File: config.mk
export PLATFORM = sky130hd
export DESIGN_NAME = vga_tile_renderer
export DESIGN_NICKNAME = d
export VERILOG_FILES = /design/src/rtl/vga_tile_renderer.sv
export SDC_FILE = /design/constraint.sdc
export NUM_CORES = 1
export LEC_CHECK = 0
export CORE_MARGIN = 8
export CORE_UTILIZATION = 56
export CTS_CLUSTER_DIAMETER = 80
export CTS_CLUSTER_SIZE = 10
export DETAILED_ROUTE_END_ITERATION = 10
export HOLD_SLACK_MARGIN = 0.02
export PLACE_DENSITY_LB_ADDON = 0.2
export SYNTH_ARGS = -nofsm -noshare
export SYNTH_HDL_FRONTEND = slang
export SYNTH_SLANG_ARGS = --single-unit
export TNS_END_PERCENT = 10
File: constraint.sdc
create_clock -name clk -period 8.4 [get_ports clk]
set_input_delay 1.68 -clock clk [delete_from_list [all_inputs] [get_ports clk]]
set_output_delay 1.68 -clock clk [all_outputs]
set_load 0.02 [all_outputs]
File: src/rtl/vga_tile_renderer.sv
// Tile-map pixel stage: 20x15 map of 3-bit colour indices, 3-cycle pipeline to RGB with matched syncs/blank.
// Optional build macro GRID_LINES_EN overlays white grid lines on tile boundaries.
module vga_tile_renderer #(
    parameter int TILE_SHIFT = 5,
    parameter int MAP_W      = 20,
    parameter int MAP_H      = 15
) (
    input  logic       clk,
    input  logic       rst,
    input  logic [9:0] posx,
    input  logic [9:0] posy,
    input  logic       blank_n_in,
    input  logic       h_sync_in,
    input  logic       v_sync_in,
    input  logic       wr_valid,
    input  logic [8:0] wr_addr,
    input  logic [2:0] wr_data,
    output logic       wr_ready,
    output logic       wr_err,
    output logic [7:0] red,
    output logic [7:0] green,
    output logic [7:0] blue,
    output logic       h_sync,
    output logic       v_sync,
    output logic       blank_n,
    output logic [7:0] frame_cnt
);
    localparam int         DEPTH    = MAP_W * MAP_H;
    localparam logic [8:0] LAST_IDX = 9'(DEPTH - 1);

    typedef enum logic {ST_CLEAR, ST_RUN} state_t;

    state_t      r_state;
    logic [8:0]  r_clr_idx;
    logic [8:0]  r_addr;
    logic [2:0]  r_tile;
    logic [2:0]  r_mem [0:DEPTH-1];
    logic [2:0]  r_blank_pipe;
    logic [2:0]  r_hs_pipe;
    logic [2:0]  r_vs_pipe;
    logic [23:0] r_rgb;
    logic        r_wr_err;
    logic        r_vs_prev;
    logic        r_vs_fall;
    logic [7:0]  r_frame_cnt;

    logic        w_clear;
    logic        w_wr_accept;
    logic        w_wr_oob;
    logic        w_mem_we;
    logic [8:0]  w_mem_addr;
    logic [2:0]  w_mem_wdata;
    logic [8:0]  w_tile_x;
    logic [8:0]  w_tile_y;
    logic [23:0] w_pix_rgb;

    function automatic logic [23:0] palette(input logic [2:0] idx);
        logic [23:0] c;
        case (idx)
            3'd0:    c = 24'h000000;
            3'd1:    c = 24'hFF0000;
            3'd2:    c = 24'h00FF00;
            3'd3:    c = 24'h0000FF;
            3'd4:    c = 24'hFFFF00;
            3'd5:    c = 24'h00FFFF;
            3'd6:    c = 24'hFF00FF;
            default: c = 24'hFFFFFF;
        endcase
        return c;
    endfunction

    always_ff @(posedge clk or posedge rst) begin
        if (rst) begin
            r_state   <= ST_CLEAR;
            r_clr_idx <= 9'd0;
        end else begin
            case (r_state)
                ST_CLEAR: begin
                    if (r_clr_idx == LAST_IDX) begin
                        r_state   <= ST_RUN;
                        r_clr_idx <= 9'd0;
                    end else begin
                        r_clr_idx <= r_clr_idx + 9'd1;
                    end
                end
                default: r_state <= ST_RUN;
            endcase
        end
    end

    // Single map port: the clearing sweep or an accepted write wins, otherwise the pixel read.
    assign w_clear     = (r_state == ST_CLEAR);
    assign wr_ready    = (r_state == ST_RUN) & ~blank_n_in;
    assign w_wr_accept = wr_valid & wr_ready;
    assign w_wr_oob    = (wr_addr > LAST_IDX);
    assign w_mem_we    = w_clear | (w_wr_accept & ~w_wr_oob);
    assign w_mem_addr  = w_clear ? r_clr_idx : wr_addr;
    assign w_mem_wdata = w_clear ? 3'd0 : wr_data;

    always_ff @(posedge clk) begin
        if (w_mem_we)
            r_mem[w_mem_addr] <= w_mem_wdata;
        else
            r_tile <= r_mem[r_addr];
    end

    assign w_tile_x = 9'(posx >> TILE_SHIFT);
    assign w_tile_y = 9'(posy >> TILE_SHIFT);

    always_ff @(posedge clk or posedge rst) begin
        if (rst) begin
            r_addr       <= 9'd0;
            r_blank_pipe <= 3'b000;
            r_hs_pipe    <= 3'b000;
            r_vs_pipe    <= 3'b111;
            r_rgb        <= 24'h000000;
        end else begin
            r_addr       <= 9'(w_tile_y * 9'(MAP_W) + w_tile_x);
            r_blank_pipe <= {r_blank_pipe[1:0], blank_n_in};
            r_hs_pipe    <= {r_hs_pipe[1:0], h_sync_in};
            r_vs_pipe    <= {r_vs_pipe[1:0], v_sync_in};
            r_rgb        <= (!w_clear && r_blank_pipe[1]) ? w_pix_rgb : 24'h000000;
        end
    end

`ifdef GRID_LINES_EN
    logic [1:0] r_grid_pipe;

    always_ff @(posedge clk or posedge rst) begin
        if (rst)
            r_grid_pipe <= 2'b00;
        else
            r_grid_pipe <= {r_grid_pipe[0],
                            (posx[TILE_SHIFT-1:0] == '0) || (posy[TILE_SHIFT-1:0] == '0)};
    end

    assign w_pix_rgb = r_grid_pipe[1] ? 24'hFFFFFF : palette(r_tile);
`else
    assign w_pix_rgb = palette(r_tile);
`endif

    // Falling edge of v_sync_in is registered before it bumps the counter.
    always_ff @(posedge clk or posedge rst) begin
        if (rst) begin
            r_wr_err    <= 1'b0;
            r_vs_prev   <= 1'b1;
            r_vs_fall   <= 1'b0;
            r_frame_cnt <= 8'd0;
        end else begin
            if (w_wr_accept && w_wr_oob)
                r_wr_err <= 1'b1;
            r_vs_prev <= v_sync_in;
            r_vs_fall <= r_vs_prev & ~v_sync_in;
            if (r_vs_fall)
                r_frame_cnt <= r_frame_cnt + 8'd1;
        end
    end

    assign wr_err    = r_wr_err;
    assign red       = r_rgb[23:16];
    assign green     = r_rgb[15:8];
    assign blue      = r_rgb[7:0];
    assign h_sync    = r_hs_pipe[2];
    assign v_sync    = r_vs_pipe[2];
    assign blank_n   = r_blank_pipe[2];
    assign frame_cnt = r_frame_cnt;

endmodule
==> impl_metrics.ini <==
[logic_synthesis]
synth_warnings = 0
yosys-top-cells-area = edfxtp_1, mux4_2, nor2_1, mux2i_1, dfrtp_1
synth_fp_nets = 2221
syn_avg_cell_area_sq_um = 17.8
yosys.area.top_type = edfxtp_1
synth_top_area_share_pct = 70.1
ys_seq_elements = 944
synth_top_family_by_area = multiplexers
synth_fa_ha_area_share_pct = 0.459
synth_cells = 2170
synth-edff-count = 903
synth_compound_area_share_pct = 3.57
seq_area_frac_synth_pct = 72.8
synthSimpleGateAreaFrac_pct = 5.88
synth_cell_types = 71
synthMuxAreaShare_pct = 14.2
ys.flop_type = edfxtp_1
postSynth.asyncResetShare_pct = 4.34
syn_area_sq_um = 38700
yosys.area_share.xor_xnor_pct = 0.430

[critical_path]
cp.required_ns = 8.71
crit_type = in -> reg
cpPeakStageDelay_ns = 1.04
cp_top_family = simple AND/OR/NAND/NOR gates
worst-path-max-fanout = 20
path_cells = clkdlybuf4s50_1, a21oi_1, nor2b_1, o31ai_1, nand3_1, nand2_1, nand3_2, nor2_1
path_depth = 8
end_kind = register
timing.rr.start = r_addr[0]
r2r_cells = 8
critPathBufInv = 1
startpoint_type = input pin
worst_path_max_delay_cell = nand3_2
cp.arrival_ns = 5.19
crit_path_start = wr_addr[2]

[floorplan]
fp.dieArea_sq_um = 77700
die_y_um = 279
initial_core_util_pct = 56.5
rows = 96
die_w_um = 279
pin_count = 75
core_area_sq_um = 68500

[cts]
clock_path_buffers = 3
ctsHoldBuffers = 0
cts_buffers = 104
clock_sinks = 944
cts_root_buf = clkbuf_16
worstSkewPairLatency_ns = 0.66
cts_tree = yes
post_cts_resize_count = 0
cts.htree.levels = 3
postCtsSetupBuffers = 0
path_clk_slew_ns = 0.05

[worst_hold_path]
hp-start = r_blank_pipe[0]
hold_path.class = reg -> reg
min_path_cells = 0

[grt]
grt_usage_pct = 23.1
grt-ovfl-total = 0
grt_pass1_vias = 20900
grt_pass1_wl_um = 134000
antenna_found_initial = 0
grt_max_degree = 153

[power]
leakage_uw = 0.0111
powerDensity_nw_per_um2 = 229
ir_drop_uv = 157

[routing]
antenna_left = 0
first_pass_iters = 5
wl_um = 90100
wl_per_cell_um = 28.7
vias = 20400
drc = 0
vias_per_cell = 6.49
drtIter0Drc = 2460

[sta]
setup_violations = 0
maxSlewHeadroom_pct = 18.0
finalCritPeriodShare_pct = 58.1
worst_slack_ns = 3.52
skew_ns = 0.0190
timing.fmax_mhz = 205
hold_viol = 0
worst-slew-pin-transition_ns = 1.23
maxSlewViolCount = 0
tns_ns = 0
min_period_ns = 4.88
rsz0062_at_grt = false

[placed_design]
place_worst_setup_slack_ns = 2.84
globalplace.congestion = 0.826
place_hpwl_um = 53000
io_buffers = 64

[layout]
antenna_cells = 0
layout_commonest_cell = edfxtp_1
layout-drive-gt1-share_pct = 15.8
nNetsFinal = 2268
layout_common_cells = edfxtp_1, nor2_1, mux4_2, clkbuf_16, mux2i_1
syn_to_final_growth_pct = 10.3

[job]
maxCapViolations = 0

[status]
status = finished clean
synthesized netlist by cell type, types with 18 or more instances:
cell	n
a21oi_1	21
buf_2	18
buf_4	45
clkbuf_1	61
dfrtp_1	38
edfxtp_1	903
mux2i_1	100
mux4_1	20
mux4_2	171
nand2_1	86
nand3_1	32
nor2_1	333
nor2b_1	18
o211ai_1	21
o21ai_0	32
cell type report:
cell class	count	area, sq um
clock buffer	137	2730
clock inverter	8	146
fill	4845	25800
inverter	14	52.6
multi-input combinational	1061	9590
sequential	944	28200
tap	882	1100
timing repair buffer	92	901
through the flow:
| step | hold WS, ns | cells | power, uW | instance area (sq um) | utilization, % |
|---|---|---|---|---|---|
| after global routing | 0.360 | 3138 | 10000 | 42700 | 62.3 |
| after CTS | 0.353 | 3138 | 9820 | 42700 | 62.3 |
| after global placement | 0.335 | 2993 | 5870 | 39800 | 58.1 |
| after detailed placement | 0.337 | 2993 | 5880 | 39800 | 58.1 |
| after floorplan | 0.331 | 2170 | 5620 | 38700 | - |
| final | 0.354 | 3138 | 9760 | 42700 | 62.3 |
power breakdown:
| group | switching (uW) | total (uW) | internal, uW |
|---|---|---|---|
| clock network | 1730 | 3980 | 2250 |
| registers | 76.0 | 5180 | 5110 |
| logic | 382 | 600 | 218 |
worst paths after layout:
path / end / slack (ns)
setup / recovery: r_mem[99][2] / 3.52
max in group asynchronous: r_addr[0] / 6.19
hold / removal: r_blank_pipe[1] / 0.35
setup reg to reg: r_tile[1] / 4.11
min in group asynchronous: r_addr[3] / 1.53
hold reg to reg: r_blank_pipe[1] / 0.35
metal layers:
metal | global-route usage (%) | vias up | part of all wire (%)
met5 | 0 | - | 0
met4 | 8.28 | 0 | 3.3
met3 | 4.41 | 161 | 8.1
met2 | 37.6 | 982 | 49
met1 | 31.4 | 10600 | 40
li1 | - | 8643 | -
flip-flops by register name, indices dropped and copies added, names as in the netlist:
signal and count:
r_mem 900, r_addr 9, r_clr_idx 9, frame_cnt 8, r_blank_pipe 3, r_hs_pipe 3, r_rgb 3, r_tile 3
r_vs_pipe 3, r_state 1, r_vs_fall 1, wr_err 1
cell families (layout without fill, tap and decap cells):
kind of cell | after synthesis | count (layout)
buffers and inverters | 165 | 251
multiplexers | 302 | 302
AND/OR/NAND/NOR | 535 | 535
XOR/XNOR | 19 | 19
AO/OA/AOI/OAI | 192 | 192
flip-flops | 944 | 944
adder cells (fa/ha/maj) | 13 | 13
Note: power is estimated with default switching activity, not from simulation.
